### src/rtl/clock_pkg.sv
// Shared definitions for the DigitalClock button path: press-classifier state
// encoding and the default hold/repeat intervals for the 100 MHz board clock.
package clock_pkg;

  typedef enum logic [1:0] {
    IDLE  = 2'd0,
    SHORT = 2'd1,
    LONG  = 2'd2
  } press_state_e;

  localparam int unsigned HOLD_CYCLES_DFLT   = 50_000_000;
  localparam int unsigned REPEAT_CYCLES_DFLT = 10_000_000;

  function automatic int unsigned max_u(input int unsigned a, input int unsigned b);
    return (a > b) ? a : b;
  endfunction

endpackage

### src/rtl/button_press_classifier_if.sv
// Debounced button level in, classified press events out.
interface button_press_classifier_if;
  logic DebouncedButton;
  logic Press;
  logic Release;
  logic LongPress;
  logic Repeat;
  logic Held;

  modport master (output DebouncedButton, input Press, Release, LongPress, Repeat, Held);
  modport slave  (input DebouncedButton, output Press, Release, LongPress, Repeat, Held);
endinterface

### src/rtl/press_interval_counter.sv
// Interval counter with clear/enable; tc flags the last cycle of the selected
// (hold or repeat) interval and the count self-clears on it.
module press_interval_counter #(
  parameter int unsigned CNT_W         = 4,
  parameter int unsigned HOLD_CYCLES   = 8,
  parameter int unsigned REPEAT_CYCLES = 4
) (
  input  logic clk,
  input  logic rst,
  input  logic clr,
  input  logic en,
  input  logic sel_repeat,
  output logic tc
);

  logic [CNT_W-1:0] count_q, count_d, limit;

  always_comb begin
    limit   = sel_repeat ? CNT_W'(REPEAT_CYCLES - 1) : CNT_W'(HOLD_CYCLES - 1);
    tc      = en && (count_q == limit);
    count_d = count_q;
    if (clr || tc)
      count_d = '0;
    else if (en)
      count_d = count_q + 1'b1;
  end

  always_ff @(posedge clk or posedge rst) begin
    if (rst) count_q <= '0;
    else     count_q <= count_d;
  end

endmodule

### src/rtl/button_press_classifier.sv
// Turns the debounced button level into Press/Release/LongPress/Repeat pulses.
// Define BUTTON_AUTO_REPEAT_EN to enable periodic Repeat pulses while held long.
module button_press_classifier
  import clock_pkg::*;
#(
  parameter int unsigned HOLD_CYCLES   = HOLD_CYCLES_DFLT,
  parameter int unsigned REPEAT_CYCLES = REPEAT_CYCLES_DFLT
) (
  input  logic                      CLK,
  input  logic                      Reset,
  button_press_classifier_if.slave  bus
);

  localparam int unsigned CNT_W = $clog2(max_u(HOLD_CYCLES, REPEAT_CYCLES) + 1);

  press_state_e state_q, state_d;
  logic press_q, press_d, release_q, release_d, long_q, long_d;
  logic repeat_q, repeat_d, held_q, held_d;
  logic cnt_clr, cnt_en, cnt_sel_rep, cnt_tc;
  logic btn;

  assign btn = bus.DebouncedButton;

  press_interval_counter #(
    .CNT_W        (CNT_W),
    .HOLD_CYCLES  (HOLD_CYCLES),
    .REPEAT_CYCLES(REPEAT_CYCLES)
  ) u_cnt (
    .clk       (CLK),
    .rst       (Reset),
    .clr       (cnt_clr),
    .en        (cnt_en),
    .sel_repeat(cnt_sel_rep),
    .tc        (cnt_tc)
  );

  // Release is tested first so it wins over a terminal count on the same edge.
  always_comb begin
    state_d     = state_q;
    press_d     = 1'b0;
    release_d   = 1'b0;
    long_d      = 1'b0;
    repeat_d    = 1'b0;
    cnt_clr     = 1'b0;
    cnt_en      = 1'b0;
    cnt_sel_rep = 1'b0;
    case (state_q)
      IDLE: begin
        if (btn) begin
          state_d = SHORT;
          press_d = 1'b1;
          cnt_clr = 1'b1;
        end
      end
      SHORT: begin
        cnt_en = 1'b1;
        if (!btn) begin
          state_d   = IDLE;
          release_d = 1'b1;
          cnt_clr   = 1'b1;
        end else if (cnt_tc) begin
          state_d = LONG;
          long_d  = 1'b1;
          cnt_clr = 1'b1;
        end
      end
      LONG: begin
`ifdef BUTTON_AUTO_REPEAT_EN
        cnt_en      = 1'b1;
        cnt_sel_rep = 1'b1;
`endif
        if (!btn) begin
          state_d   = IDLE;
          release_d = 1'b1;
          cnt_clr   = 1'b1;
        end
`ifdef BUTTON_AUTO_REPEAT_EN
        else if (cnt_tc) begin
          repeat_d = 1'b1;
        end
`endif
      end
      default: begin
        state_d = IDLE;
        cnt_clr = 1'b1;
      end
    endcase
    held_d = (state_d != IDLE);
  end

  always_ff @(posedge CLK or posedge Reset) begin
    if (Reset) begin
      state_q   <= IDLE;
      press_q   <= 1'b0;
      release_q <= 1'b0;
      long_q    <= 1'b0;
      repeat_q  <= 1'b0;
      held_q    <= 1'b0;
    end else begin
      state_q   <= state_d;
      press_q   <= press_d;
      release_q <= release_d;
      long_q    <= long_d;
      repeat_q  <= repeat_d;
      held_q    <= held_d;
    end
  end

  assign bus.Press     = press_q;
  assign bus.Release   = release_q;
  assign bus.LongPress = long_q;
  assign bus.Repeat    = repeat_q;
  assign bus.Held      = held_q;

endmodule

### src/flat_wrapper.sv
// flat-port wrapper written by rule: the top's interface ports become plain ports
module button_press_classifier_flat import clock_pkg::*;
#(
  parameter int unsigned HOLD_CYCLES   = HOLD_CYCLES_DFLT,
  parameter int unsigned REPEAT_CYCLES = REPEAT_CYCLES_DFLT
)
  (CLK, Reset, bus_DebouncedButton, bus_Press, bus_Release, bus_LongPress, bus_Repeat, bus_Held);
  button_press_classifier_if bus_i ();
  input  logic CLK;
  input  logic Reset;
  input wire logic [$bits(bus_i.DebouncedButton)-1:0] bus_DebouncedButton;
  output wire logic [$bits(bus_i.Press)-1:0] bus_Press;
  output wire logic [$bits(bus_i.Release)-1:0] bus_Release;
  output wire logic [$bits(bus_i.LongPress)-1:0] bus_LongPress;
  output wire logic [$bits(bus_i.Repeat)-1:0] bus_Repeat;
  output wire logic [$bits(bus_i.Held)-1:0] bus_Held;
  assign bus_i.DebouncedButton = bus_DebouncedButton;
  assign bus_Press = bus_i.Press;
  assign bus_Release = bus_i.Release;
  assign bus_LongPress = bus_i.LongPress;
  assign bus_Repeat = bus_i.Repeat;
  assign bus_Held = bus_i.Held;
  button_press_classifier #(.HOLD_CYCLES(HOLD_CYCLES), .REPEAT_CYCLES(REPEAT_CYCLES)) u_core (.CLK(CLK), .Reset(Reset), .bus(bus_i));
endmodule
### config.mk
export PLATFORM = sky130hd
export DESIGN_NAME = button_press_classifier_flat
export DESIGN_NICKNAME = d
export VERILOG_FILES = /design/src/rtl/clock_pkg.sv /design/src/rtl/button_press_classifier_if.sv /design/src/rtl/press_interval_counter.sv /design/src/rtl/button_press_classifier.sv /design/src/flat_wrapper.sv
export SDC_FILE = /design/constraint.sdc
export NUM_CORES = 1
export LEC_CHECK = 0
export CORE_MARGIN = 4
export CORE_UTILIZATION = 50
export DETAILED_ROUTE_END_ITERATION = 10
export PLACE_DENSITY = 0.71
export SYNTH_ARGS = -nofsm -noshare
export SYNTH_HDL_FRONTEND = slang
export SYNTH_SLANG_ARGS = --single-unit
### constraint.sdc
create_clock -name CLK -period 2.9 [get_ports CLK]
set_clock_uncertainty 0.1 [all_clocks]
set_input_delay 0.29 -clock CLK [delete_from_list [all_inputs] [get_ports CLK]]
set_output_delay 0.29 -clock CLK [all_outputs]
set_load 0.005 [all_outputs]
==> results of run 1 <==
[layout make-up]
type / instances / area, um2
Clock buffer: 8 / 90.1
Fill cell: 320 / 1570
Inverter: 8 / 30.0
Multi-Input combinational cell: 171 / 1120
Sequential cell: 32 / 801
Tap cell: 48 / 60.1
Timing Repair Buffer: 11 / 97.6
[through the flow]
stage | instance area (um2) | instances | setup slack, ns | power, mW
6_report | 2200 | 278 | 0.466 | 1.32
5_1_grt | 2200 | 278 | 0.338 | 1.41
4_1_cts | 2200 | 278 | 0.463 | 1.32
3_5_place_dp | 2110 | 270 | 0.415 | 0.972
3_3_place_gp | 2110 | 270 | 0.498 | 0.952
2_1_floorplan | 2020 | 223 | 0.715 | 0.830
[critical path: stages (launching register included)]
cell	delay [ns]
dfrtp_1	0.48
or4b_1	0.54
or4_4	0.49
o31ai_4	0.33
buf_4	0.28
a21oi_1	0.08
[power by group through the flow]
| stage | clock network (mW) | logic, mW | registers [mW] |
|---|---|---|---|
| 2_1_floorplan | 0 | 0.309 | 0.521 |
| 6_report | 0.352 | 0.449 | 0.518 |
| 5_1_grt | 0.390 | 0.494 | 0.523 |
| 3_3_place_gp | 0 | 0.431 | 0.521 |
| 4_1_cts | 0.358 | 0.450 | 0.517 |
| 3_5_place_dp | 0 | 0.447 | 0.525 |
[how the worst max path moves through the flow]
stage | cells past startpoint | slack, ns | end | from
floorplan | 6 | 0.71 | u_core.u_cnt.count_q[15] | u_core.u_cnt.count_q[11]
global route | 7 | 0.34 | u_core.u_cnt.count_q[13] | u_core.state_q[0]
global placement | 5 | 0.50 | u_core.u_cnt.count_q[21] | u_core.u_cnt.count_q[11]
finish | 5 | 0.47 | u_core.u_cnt.count_q[14] | u_core.u_cnt.count_q[11]
CTS | 5 | 0.46 | u_core.u_cnt.count_q[14] | u_core.u_cnt.count_q[11]
detailed placement | 6 | 0.41 | u_core.u_cnt.count_q[17] | bus_DebouncedButton
[placed cells by master (no fill, tap or decap), drive strengths merged, types with 2 or more instances in the layout]
cell type,Yosys,routed
or4,10,10
clkdlybuf4s50,0,6
xor2,4,4
nand3,11,11
nor4,11,11
inv,8,8
or4b,2,2
a31oi,4,4
nand2b,3,3
and4,4,4
a21oi,17,17
nor2,9,9
o41ai,2,2
o211ai,2,2
a211oi,2,2
a31o,4,4
dfrtp,32,32
buf,5,5
o21ai,7,7
o31ai,9,9
nand2,15,15
o311ai,4,4
and2,4,4
nor2b,2,2
clkbuf,7,8
a21o,4,4
nand4b,2,2
and3,2,2
or3,3,3
a211o,2,2
nand4,11,11
nor3,5,5
ha,5,5
[state kept, by name, indices dropped and copies added (netlist names)]
| signal | count |
|---|---|
| u_core.bus.Release | 1 |
| u_core.bus.Press | 1 |
| u_core.u_cnt.count_q | 26 |
| u_core.bus.LongPress | 1 |
| u_core.bus.Held | 1 |
| u_core.state_q | 2 |
[metal layers]
metal | GRT usage (%) | routed length [um]
met5 | 0 | 0
met4 | 6.47 | 63
met3 | 3.93 | 177
met2 | 29.7 | 2180
met1 | 28.0 | 2200
[cell families after synthesis]
kind of cell	count (synthesis)	synth area share, %
and+or+nand+nor	97	28.3
other	1	0.186
DFF	32	39.7
AOI/OAI and AO/OA	63	22.0
xor gates and xnor gates	5	2.17
adders and majority gates	5	3.10
buffers and inverters	20	4.47
==> reports/qor.yml, run 1 <==
antenna_cells: 0
grt_usage_pct: 19.6
hold_viol: 0
hpwl_um: 3410
routedWlPerCell_um: 16.6
drive_above_1_share_pct: 7.83
drc: 0
syn_inst: 223
max_freq_ghz: 0.411
grt-ovfl-total: 0
clkLatencyLatePin_ns: 0.29
antenna_found_initial: 0
core-area_um2: 3770
io_pins: 8
routabilityCongestion: 0.888
timing.rr.end: "u_core.u_cnt.count_q[14]"
power_frac_seq_pct: 39.3
setup_tns_ns: 0
r2r_cells: 5
post_cts_buffers: 0
nets: 237
drt_pre_antenna_iters: 5
synth_area_per_cell_um2: 9.04
grt_max_degree: 33
cts_buffers: 5
rsz0062_at_grt: "no"
powerDensity_nw_per_um2: 598
report.final.setup_viol: 0
synth_area_um2: 2020
arrival_ns: 2.49
tightest_slew_ns: 0.719
synthFlopType: "dfrtp_1"
fin_crit_sh_pct: 83.9
synth_edf_count: 0
grt_pass1_vias: 1649
critPathRequiredTime_ns: 2.95
start_kind: "flop"
yosysSeqAreaShare_pct: 39.7
cts_hold_buffers: 0
synth_top_cell_area_share_pct: 39.7
p_sw_mw: 0.464
ant_nets: 0
min_path_type: "primary input to asynchronous set/reset pin"
cp_max_fo: 16
grt_pass1_wl_um: 8060
fin_worst_hold_slack_ns: 0.287
cts.sink_count: 32
power_frac_clock_pct: 26.7
max_cap_violations: 0
endpoint_kind: "flop"
clock_path_buffers: 2
vias: 1810
yosysWarnings: 0
slew-limit-headroom_pct: 51.6
r2r_setup_slack_ns: 0.47
yosysTopAreaCell: "dfrtp_1"
rr_startpoint: "u_core.u_cnt.count_q[11]"
die-area_um2: 5110
area_growth_pct: 9.31
synth_cell_types: 50
synth.area.top_cells: "dfrtp_1 (40%), a21oi_1 (4.2%), nand4_1 (3.4%)"
clockRootBuffer: "clkbuf_8"
ir_drop_uv: 367
h-tree-depth: 2
p_comb_share_pct: 34.0
power.leakage_nw: 0.830
p_sw_share_pct: 35.2
ys_seq_elements: 32
cts-resized-gates: 0
cts_tree: "built"
vias_per_cell: 6.51
num_rows: 22
status: "completed"
clk_pin_slew_ns: 0.07
synth_nets: 231
fp.dieW_um: 71.5
yosys.cell_count.top_type: "dfrtp_1"
first_iter_violations: 249
drv_slew: 0
fp.dieH_um: 71.5
routed_wl_um: 4610
synth_common_cells: "dfrtp_1 (32), a21oi_1 (17), nand2_1 (15)"
synthArstFlopShare_pct: 100
initial_core_util_pct: 53.5
p_int_mw: 0.854
critPathKind: "flop to flop"
portBuffers: 6
fin_util_pct: 58.4
period_minus_slack_ns: 2.43
Power figures use the tool's default switching activity.
==> inputs of run 2 (changes only) <==
- clock period: 2.9 -> 2.3 ns (I/O delays scaled with it)
==> run 2 against run 1 <==
Compared with the run above: via count up 4.5%; wire length up 4.2%; fmax up 8.8%; sequential share of layout area down 1.4 points; first-iteration DRC count down 23%; critical path type unchanged; critical endpoint is now u_core.u_cnt.count_q[15]; highest routed layer unchanged.
==> reports/qor.yml, run 2 (synthesized netlist as in run 1, its figures left out) <==
status: "completed"
die-area_um2: 5110
fin_area_um2: 2290
rr_startpoint: "u_core.u_cnt.count_q[16]"
endpoint_kind: "flop"
path_depth: 5
clkLatencyLatePin_ns: 0.28
drt_pre_antenna_iters: 4
num_rows: 22
hpwl_um: 3370
timing.rr.end: "u_core.u_cnt.count_q[15]"
powerDensity_nw_per_um2: 763
path_cells: "or4b_1 -> or4_4 -> o31ai_4 -> buf_12 -> o21ba_1"
worstSetupEndpoint: "u_core.u_cnt.count_q[15]"
critPathRequiredTime_ns: 2.38
hold_viol: 0
power_frac_clock_pct: 25.8
routabilityCongestion: 0.911
setup_tns_ns: 0
min_path_type: "primary input to asynchronous set/reset pin"
crit_path_start: "u_core.u_cnt.count_q[16]"
final_cell_mix: "dfrtp_1 (32), a21oi_1 (16), nand2_1 (15)"
p_sw_mw: 0.618
critical_path.slowest_cell: "or4b_1"
antenna_cells: 0
period_minus_slack_ns: 2.24
power.leakage_nw: 0.861
post_cts_buffers: 0
p_sw_share_pct: 35.4
p_int_mw: 1.13
drive_above_1_share_pct: 12.7
grt_pass1_wl_um: 8420
arrival_ns: 2.32
grt-ovfl-total: 0
fp.dieW_um: 71.5
critPathMaxStageDelay_ns: 0.52
drv_slew: 0
n_fill_cell: 324
initial_core_util_pct: 53.5
h-tree-depth: 2
rsz0062_at_grt: "no"
clk_pin_slew_ns: 0.07
ir_drop_uv: 544
first_iter_violations: 192
multi_input_comb_area_um2: 1150
cp_max_fo: 20
max_cap_violations: 0
fp.dieH_um: 71.5
grt_max_degree: 33
place_area_um2: 2170
cts.sink_count: 32
core-area_um2: 3770
power_frac_seq_pct: 37.4
io_pins: 8
routed_wl_um: 4810
slew-limit-headroom_pct: 50.6
fin_total_pwr_mw: 1.75
cts_buffers: 5
clockRootBuffer: "clkbuf_8"
r2r_cells: 5
grt_usage_pct: 20.5
vias_per_cell: 6.66
cts_tree: "built"
place_inst: 276
area_growth_pct: 13.5
path_buf_inv: 1
drc: 0
grt_pass1_vias: 1790
portBuffers: 6
report.final.setup_viol: 0
nets: 243
r2r_setup_slack_ns: 0.06
start_kind: "flop"
tightest_slew_ns: 0.734
p_comb_share_pct: 36.8
stdcell_count: 284
final_common_cell: "dfrtp_1"
vias: 1891
routedWlPerCell_um: 16.9
max_freq_ghz: 0.447
top_regs: "u_core.u_cnt.count_q (26), u_core.state_q (2)"
ant_nets: 0
largest_register_ff_count: 26
antenna_found_initial: 0
cp_top_family: "simple AND/OR/NAND/NOR gates"
clock_path_buffers: 2
critPathKind: "flop to flop"
layout.area.seq_um2: 801
regMostFlops: "u_core.u_cnt.count_q"
fin_crit_sh_pct: 97.3
-- run 2: how the worst min path moves through the flow --
stage	cells after the start	endpoint	slack [ns]
3_3_place_gp	2	u_core.u_cnt.count_q[1]	0.43
2_1_floorplan	1	u_core.bus.Held	0.25
3_5_place_dp	2	u_core.u_cnt.count_q[1]	0.44
6_report	3	u_core.u_cnt.count_q[2]	0.24
4_1_cts	3	u_core.u_cnt.count_q[13]	0.26
5_1_grt	3	u_core.u_cnt.count_q[9]	0.30
-- run 2: cell type report --
cell class	count	area share, %
clock buffers	8	3.94
flip-flops and latches	32	35.0
well taps	48	2.62
repair buffers	17	6.78
inverters	8	1.31
multi-input cells	171	50.4
-- run 2: power groups by stage --
stage,sequential (mW),clock [mW],combinational [mW]
2_1_floorplan,0.657,0,0.389
3_3_place_gp,0.658,0,0.581
3_5_place_dp,0.661,0,0.605
4_1_cts,0.652,0.461,0.609
5_1_grt,0.660,0.492,0.711
6_report,0.654,0.450,0.642
-- run 2: what timing repair did --
item	4_1_cts	5_1_grt
gates resized for setup	1	6
hold buffers	0	0
endpoints found under the hold margin	0	0
endpoints found under the setup margin	2	8
-- run 2: per-layer routing --
layer / vias to the layer above / track usage [%] / part of all wire (%) / wire length [um]
met4: 0 / 5.85 / 1.7 / 82
li1: 885 / - / - / -
met3: 10 / 5.19 / 6.2 / 298
met2: 74 / 32.6 / 47 / 2270
met1: 922 / 27.6 / 45 / 2160
met5: - / 0 / 0 / 0
-- run 2: worst reg2reg max path: cells and delay by family, from the launching register on --
family / cells / cell delay, ns
compound gates: 2 / 0.45
buf+inv: 1 / 0.19
flops: 1 / 0.38
simple gates: 2 / 1.01
-- run 2: through the flow --
step / hold slack (ns) / util, % / setup slack [ns]
after floorplan: 0.246 / - / 0.115
after global placement: 0.430 / 57.6 / 0.0917
after detailed placement: 0.437 / 57.6 / 0.00934
after CTS: 0.255 / 60.0 / 0.0568
after global routing: 0.298 / 60.7 / 0.00730
final: 0.238 / 60.7 / 0.0615
==> inputs of run 3 (changes only) <==
- GPL_TIMING_DRIVEN: unset -> 0
==> run 3 against run 2 <==
Compared with the run above: core utilization grew 2.7 points; clock power is essentially flat; count of clock-buffer cells in the layout is the same; flip-flop and latch count is the same; sequential power is essentially flat; die area is the same; sequential share of layout area shrank 1.3 points; wire length grew 3.9%; largest power group unchanged.
==> reports/qor.yml, run 3 (synthesized netlist as in run 1, its figures left out) <==
period_minus_slack_ns: 2.27
fp.dieW_um: 71.5
drt_pre_antenna_iters: 5
nets: 255
fin_crit_sh_pct: 98.8
final_cell_mix: "dfrtp_1 (28), a21oi_1 (16), nand2_1 (15)"
setup_slack_ns: 0.0287
cts_tree: "built"
grt_pass1_wl_um: 8360
vias: 1908
antenna_found_initial: 0
place_inst: 277
routabilityCongestion: 0.878
powerDensity_nw_per_um2: 729
clock_path_buffers: 2
antenna_cells: 0
power_frac_clock_pct: 25.8
fin_worst_hold_slack_ns: 0.138
ir_drop_uv: 604
cts_buffers: 5
regMostFlops: "u_core.u_cnt.count_q"
rsz0062_at_grt: "yes"
min_path_type: "primary input to asynchronous set/reset pin"
p_int_mw: 1.11
hold_viol: 0
arrival_ns: 2.36
drive_above_1_share_pct: 16.9
top_regs: "u_core.u_cnt.count_q (26), u_core.state_q (2)"
core-area_um2: 3770
place_area_um2: 2140
num_rows: 22
clockRootBuffer: "clkbuf_8"
die-area_um2: 5110
cts_hold_buffers: 0
crit_path_start: "u_core.u_cnt.count_q[11]"
portBuffers: 6
p_comb_share_pct: 36.8
io_pins: 8
grt-ovfl-total: 0
fin_area_um2: 2390
start_kind: "flop"
p_sw_mw: 0.634
first_iter_violations: 133
drc: 0
slew-limit-headroom_pct: 59.4
clkLatencyLatePin_ns: 0.29
power_frac_seq_pct: 37.4
max_cap_violations: 0
report.final.setup_viol: 0
hpwl_um: 3290
max_freq_ghz: 0.440
critPathRequiredTime_ns: 2.39
grt_usage_pct: 20.7
fp.dieH_um: 71.5
critPathKind: "flop to flop"
area_growth_pct: 18.5
largest_register_ff_count: 26
drv_slew: 0
vias_per_cell: 6.45
fin_total_pwr_mw: 1.74
status: "completed"
fin_util_pct: 63.3
initial_core_util_pct: 53.5
cp_max_fo: 5
routedWlPerCell_um: 16.9
grt_pass1_vias: 1736
cts.sink_count: 32
clk_pin_slew_ns: 0.07
final_common_cell: "dfrtp_1"
p_sw_share_pct: 36.4
h-tree-depth: 2
tightest_slew_ns: 0.604
routed_wl_um: 4990
grt_max_degree: 33
ant_nets: 0
setup_tns_ns: 0
place_ws_ns: -0.453
power.leakage_nw: 0.891
rr_startpoint: "u_core.u_cnt.count_q[11]"
endpoint_kind: "flop"
stdcell_count: 296
==> run 3: cell types whose count changed in the layout (fill, tap and decap cells not counted), moves of 3 or more <==
cell and change:
ha_1 +3, buf_4 +4, dfrtp_2 +4, dfrtp_1 -4
ha_2 -3, clkbuf_1 +4
==> run 3: worst max-delay path, stage by stage, from the launching register on <==
cell     delay (ns)
dfrtp_2        0.41
or4b_1         0.53
or4_4          0.46
o31ai_4        0.34
buf_6          0.18
o21ba_4        0.15
==> run 3: final cells by class <==
class	instances	area, um2
clock buffers	8	90.1
fillers	340	1380
well taps	48	60.1
plain buffers	10	61.3
repair buffers	19	178
inverters	8	30.0
multi-input cells	171	1160
flip-flops and latches	32	806
==> run 3: final timing paths <==
path	end	slack, ns	cells after the start
max	u_core.u_cnt.count_q[15]	0.03	5
min	u_core.u_cnt.count_q[19]	0.14	2
max reg2reg	u_core.u_cnt.count_q[15]	0.03	5
min reg2reg	u_core.u_cnt.count_q[1]	0.45	2
max in group asynchronous	u_core.u_cnt.count_q[9]	1.52	3
min in group CLK	u_core.u_cnt.count_q[1]	0.45	2
==> run 3: timing repair <==
action                                  CTS  global route
gates resized for setup                   8            16
hold endpoints to repair                  0             0
pin swaps                                 2             6
buffers inserted                          2             9
cloned                                    1             0
endpoints found under the setup margin   19            25
==> run 3: per-layer routing <==
metal  part of all wire (%)  track usage (%)
met4                    1.9             8.14
met2                     46             32.2
met5                      0                0
met3                    4.7             4.91
met1                     47             27.7
==> run 3: power groups by stage <==
stage / sequential, mW / combinational [mW] / clock (mW)
after floorplan: 0.657 / 0.389 / 0
after global placement: 0.660 / 0.551 / 0
after detailed placement: 0.660 / 0.555 / 0
after CTS: 0.651 / 0.598 / 0.463
after global routing: 0.660 / 0.715 / 0.487
final: 0.651 / 0.641 / 0.450
